--- src/rtl/count_monitor.sv ---
// Watches a free-running mod-8 counter, counts legal 7->0 wraps
// and latches a sticky fault on the first illegal step.
`timescale 1ns/1ps
module count_monitor #(
    parameter int WRAP_W = 4
) (
    input  logic              clk,
    input  logic              rst,
    input  logic [2:0]        cnt_in,
    input  logic              clr,
    output logic [2:0]        cnt_q,
    output logic              wrap_pulse,
    output logic [WRAP_W-1:0] wrap_cnt,
    output logic              ovf,
    output logic              step_err,
    output logic              fault,
    output logic [1:0]        state
);

    typedef enum logic [1:0] {
        INIT  = 2'b00,
        TRACK = 2'b01,
        FAULT = 2'b10
    } state_t;

    state_t            cur_st;
    state_t            nxt_st;
    logic [WRAP_W-1:0] wrap_cnt_n;
    logic              ovf_n;
    logic              fault_n;
    logic              wrap_pulse_n;
    logic              step_err_n;
    logic              legal;
    logic              is_wrap;

    assign legal   = (cnt_in == cnt_q + 3'd1);
    assign is_wrap = legal && (cnt_q == 3'd7);
    assign state   = cur_st;

    always_comb begin
        nxt_st       = cur_st;
        wrap_cnt_n   = wrap_cnt;
        ovf_n        = ovf;
        fault_n      = fault;
        wrap_pulse_n = 1'b0;
        step_err_n   = 1'b0;
        if (clr) begin
            nxt_st     = INIT;
            wrap_cnt_n = '0;
            ovf_n      = 1'b0;
            fault_n    = 1'b0;
        end else begin
            unique case (cur_st)
                INIT: nxt_st = TRACK;
                TRACK: begin
                    if (!legal) begin
                        step_err_n = 1'b1;
                        fault_n    = 1'b1;
                        nxt_st     = FAULT;
                    end else if (is_wrap) begin
                        wrap_pulse_n = 1'b1;
                        wrap_cnt_n   = wrap_cnt + {{(WRAP_W-1){1'b0}}, 1'b1};
                        if (&wrap_cnt)
                            ovf_n = 1'b1;
                    end
                end
                FAULT: nxt_st = FAULT;
                default: nxt_st = INIT;
            endcase
        end
    end

    // cnt_q tracks cnt_in every edge regardless of state or clr
    always_ff @(posedge clk or negedge rst) begin
        if (!rst) begin
            cur_st     <= INIT;
            cnt_q      <= 3'd0;
            wrap_cnt   <= '0;
            ovf        <= 1'b0;
            fault      <= 1'b0;
            wrap_pulse <= 1'b0;
            step_err   <= 1'b0;
        end else begin
            cur_st     <= nxt_st;
            cnt_q      <= cnt_in;
            wrap_cnt   <= wrap_cnt_n;
            ovf        <= ovf_n;
            fault      <= fault_n;
            wrap_pulse <= wrap_pulse_n;
            step_err   <= step_err_n;
        end
    end

endmodule

--- config.mk ---
export PLATFORM = sky130hd
export DESIGN_NAME = count_monitor
export DESIGN_NICKNAME = d
export VERILOG_FILES = /design/src/rtl/count_monitor.sv
export SDC_FILE = /design/constraint.sdc
export NUM_CORES = 1
export LEC_CHECK = 0
export ABC_CLOCK_PERIOD_IN_PS = 6000
export BUFFER_PORTS_ARGS = -buffer_cell sky130_fd_sc_hd__buf_4
export CAP_MARGIN = 5
export CELL_PAD_IN_SITES_DETAIL_PLACEMENT = 1
export CELL_PAD_IN_SITES_GLOBAL_PLACEMENT = 2
export CORE_AREA = 5 5 50 52
export DETAILED_ROUTE_END_ITERATION = 10
export DIE_AREA = 0 0 55 57
export GPL_ROUTABILITY_DRIVEN = 0
export PLACE_DENSITY = 0.74
export SLEW_MARGIN = 20
export SYNTH_ARGS = -nofsm -noshare
export SYNTH_HDL_FRONTEND = slang
export SYNTH_SLANG_ARGS = --single-unit
export TNS_END_PERCENT = 50
--- constraint.sdc ---
create_clock -name clk -period 6 [get_ports clk]
set_input_delay 0.6 -clock clk [delete_from_list [all_inputs] [get_ports clk]]
set_output_delay 0.6 -clock clk [all_outputs]
set_load 0.005 [all_outputs]
After elaboration in Yosys (flattened, before gate mapping)
Cells that the tools add are included.

word-level totals
  input port bits = 6
  logic and storage cells = 47
  output and inout port bits = 13
  flip-flop bits (word level) = 13

operators by class
  add/sub/neg operators = 2
  reductions and logical operators = 10
  equality and inequality tests = 6
  multiplexer cells = 22

operator list
  kind                                           number
  2-to-1 mux 4 bit                               4
  2-to-1 mux 1 bit                               15
  AND reduction 4 bit                            2
  nonzero test 2 bit                             4
  one-hot mux 2 bit (3 select lines)             1
  adder 4 x 1 -> 4 bit, second input constant    1
  2-to-1 mux 2 bit                               2
  adder 3 x 1 -> 3 bit, second input constant    1
  == test 3 bit                                  1
  == test 3 bit, second input constant           1
  inequality test 3 bit, second input constant   1
  AND reduction 3 bit                            1
  == test 2 x 1 -> 1 bit, second input constant  1
  == test 2 bit, second input constant           1
  zero test 2 bit                                1
  inequality test 2 bit, second input constant   1
  AND reduction 2 bit                            1
  logical AND 1 bit                              1

Longest topological paths before layout
  depth after elaboration = 7
  mapped depth = 7
  gate-level depth less buffers = 6

Least setup slack after synthesis
Ideal clock, no wire load.

  path kind = register to register
  from = reg cnt_q[0]
  to = reg wrap_cnt[3]
  cell stages (with the launch flop) = 8
  arrival time = 1.805 ns
  setup slack = 4.070 ns
  required time = 5.875 ns
  cells stage by stage = dfrtp_1 > ha_1 > ha_1 > xnor2_1 > and4b_1 > buf_6 > nand4_2 > mux2_4

on the way
  longest elaborated chain between the ends = 5
  elaborated cells between the ends (all ways) = 7
  classes of those cells = add/sub (1); eq/ne (2); reduce/logical (4)

ends and longest elaborated chain
  what                               line  RTL
  start: declaration                 11    output logic [2:0] cnt_q,
  start signal: assignment           85    cnt_q <= cnt_in;
  adder 3 x 1 -> 3 bit               36    assign legal = (cnt_in == cnt_q + 3'd1);
  == test 3 bit                      36
  logical AND 1 bit                  37    assign is_wrap = legal && (cnt_q == 3'd7);
  nonzero test 2 bit (no line)       n/a
  AND reduction 3 bit (no line) (*)  n/a
  end signal: assignment             86    wrap_cnt <= wrap_cnt_n;
  end: declaration                   13    output logic [WRAP_W-1:0] wrap_cnt,

Every way passes the cells marked *; elsewhere a longest branch is shown, timed or not.
A chain may end at the register's enable or synchronous reset.

Worst setup path in the final report
Ends and elaborated chain as after synthesis.

==> results.sh <==
export IMPL_arrival_ns=2.27
export IMPL_clkLatencyLatePin_ns=0.27
export IMPL_leakage_nw=0.418
export IMPL_first_pass_iters=3
export IMPL_post_cts_buffers=0
export IMPL_antenna_found_initial=0
export IMPL_internal_power_mw=0.142
export IMPL_worst_pin_slew_ns=0.274
export IMPL_cts_max_level=1
export IMPL_vias_per_cell=4.52
export IMPL_status="completed"
export IMPL_port_buffer_count=18
export IMPL_path_cells="ha_1 > ha_1 > xnor2_1 > and4b_1 > nand4_2 > mux2_4"
export IMPL_rsz0062_at_grt="no"
export IMPL_finalSetupViolCount=0
export IMPL_fin_crit_sh=0.350
export IMPL_slew_headroom=0.817
export IMPL_grt_pass1_vias=485
export IMPL_async_reset_ff_frac=1.00
export IMPL_die_w_um=55
export IMPL_reg2regPathDepth=6
export IMPL_dp_cells=96
export IMPL_cts_root_buf="clkbuf_4"
export IMPL_area_growth_synth_to_final_pct=29.7
export IMPL_ys_ff_latch=13
export IMPL_num_antenna_cells=0
export IMPL_critical_path_max_fanout=6
export IMPL_p_switching_mw=0.0549
export IMPL_cts_clk_slew_worst_paths_ns=0.08
export IMPL_grt_max_degree=14
export IMPL_core_area_mm2=0.00206
export IMPL_layout_cells_non_filler=100
export IMPL_layout_cells_most_common="buf_4"
export IMPL_numCtsBuffers=3
export IMPL_syn_area_um2=612
export IMPL_drtIter0Drc=2
export IMPL_fin_nets=84
export IMPL_crit_family="simple AND/OR/NAND/NOR gates"
export IMPL_end_kind="flip-flop"
export IMPL_setup_tns_ns=0
export IMPL_wl_per_cell_um=12.7
export IMPL_yosys_warnings=0
export IMPL_crit_buf_inv=0
export IMPL_grt_usage=0.0911
export IMPL_combPwrFrac=0.214
export IMPL_switching_share=0.279
export IMPL_syn_avg_cell_area_um2=11.8
export IMPL_cts_resized_gates=0
export IMPL_max_stage_delay_ns=0.42
export IMPL_synth_edf_count=0
export IMPL_cpMostUsedCell="ha_1"
export IMPL_fmax_mhz=476
export IMPL_dpl_cell_area_um2=767
export IMPL_hold_path_class="in2async"
export IMPL_place_worst_setup_slack_ns=3.90
export IMPL_ant_nets=0
export IMPL_fin_skew_ns=0.00219
export IMPL_grt_ovfl_total=0
export IMPL_fin_crit_ns=2.10
export IMPL_mostFrequentLayoutCells="18 x buf_4, 13 x dfrtp_1, 8 x nor2_1, 5 x ha_1"
export IMPL_drv_slew=0
export IMPL_dieHeight_um=57
export IMPL_drt_drc_violations_left=0
export IMPL_maxCapViolations=0
export IMPL_wl_um=1270
export IMPL_vias=452
export IMPL_synth_cells=52
export IMPL_cp_required_ns=6.17
export IMPL_start_util=0.297
export IMPL_setup_slack_ns=3.90
export IMPL_stdcell_area_um2=793
export IMPL_ys_flop_type="dfrtp_1"
export IMPL_syn_nets=63
export IMPL_tritoncts="built"
export IMPL_crit_slowest_cell="dfrtp_1"
export IMPL_cts_max_path_buffers=2
export IMPL_critical_path_depth=6
export IMPL_worstSetupPathType="reg2reg"
export IMPL_p_per_area_mw_per_mm2=248
export IMPL_p_seq_frac=0.506
export IMPL_drive_above_1_share=0.319
export IMPL_grt_pass1_wl_um=2040
export IMPL_cp_start_kind="flip-flop"
export IMPL_postCtsHoldBufs=0
export IMPL_yosysSeqAreaShare=0.532
export IMPL_peakVddDrop_uv=129
export IMPL_ys_types=21
export IMPL_dieArea_mm2=0.00314
export IMPL_pwr_share_clk=0.280
export IMPL_row_count=17
export IMPL_cts_sinks=13
export IMPL_ios=19
export IMPL_finalHoldViolations=0
export IMPL_p_total_mw=0.197
## cells in the mapped netlist (2+ instances only)
cell type | instances | share of area
a21oi_1 | 2 | 0.016
mux2i_1 | 3 | 0.049
nand2_1 | 2 | 0.012
nor2_1 | 8 | 0.049
inv_1 | 3 | 0.018
ha_1 | 5 | 0.10
xnor2_1 | 3 | 0.043
dfrtp_1 | 13 | 0.53
## power by group through the flow
stage,combinational (mW),sequential [mW],clock [mW]
floorplan,0.0212,0.102,0
global placement,0.0420,0.102,0
detailed placement,0.0439,0.102,0
CTS,0.0440,0.100,0.0590
global route,0.0473,0.101,0.0634
finish,0.0422,0.0997,0.0552
## through the flow
| step | hold slack (ns) | utilization |
|---|---|---|
| floorplan | 0.304 | - |
| global placement | 0.458 | 0.372 |
| detailed placement | 0.455 | 0.372 |
| CTS | 0.140 | 0.384 |
| global route | 0.143 | 0.384 |
| finish | 0.148 | 0.384 |
## worst paths after layout
| path | from | endpoint | slack [ns] |
|---|---|---|---|
| setup / recovery | cnt_q[0] | wrap_cnt[3] | 3.90 |
| hold / removal | rst | state[0] | 0.15 |
| setup reg to reg | cnt_q[0] | wrap_cnt[3] | 3.90 |
| hold reg to reg | ovf | ovf | 0.51 |
| max in group asynchronous | rst | wrap_cnt[1] | 5.69 |
| min in group clk | cnt_in[1] | cnt_q[1] | 0.44 |
## sequential cells by signal, summed over array words and instances, names as in the netlist
name        count
wrap_cnt        4
step_err        1
cnt_q           3
state           2
wrap_pulse      1
fault           1
ovf             1
## layer usage
metal  vias to the layer above  wire (um)  GRT usage
li1                        214          -          -
met3                         0         99     0.0418
met5                         -          0          0
met2                        18        644      0.150
met1                       220        524      0.101
met4                         0          0     0.0313
## cells by family (layout without fill, tap and decap cells)
family / Yosys count / in the layout / synth area share
adder cells (fa/ha/maj): 5 / 5 / 0.102
buffers and inverters: 5 / 25 / 0.0429
AO/OA/AOI/OAI: 4 / 4 / 0.0450
flip-flops: 13 / 13 / 0.532
XOR/XNOR: 4 / 4 / 0.0573
AND/OR/NAND/NOR: 17 / 17 / 0.147
multiplexers: 4 / 4 / 0.0736
## cell type report
class                   count  area [um2]
fillers                   234        1270
flip-flops and latches     13         325
multi-input cells          34         260
repair buffers             18         135
well taps                  28        35.0
clock buffers               4        26.3
inverters                   3        11.3
Note: power is estimated with default switching activity, not from simulation.
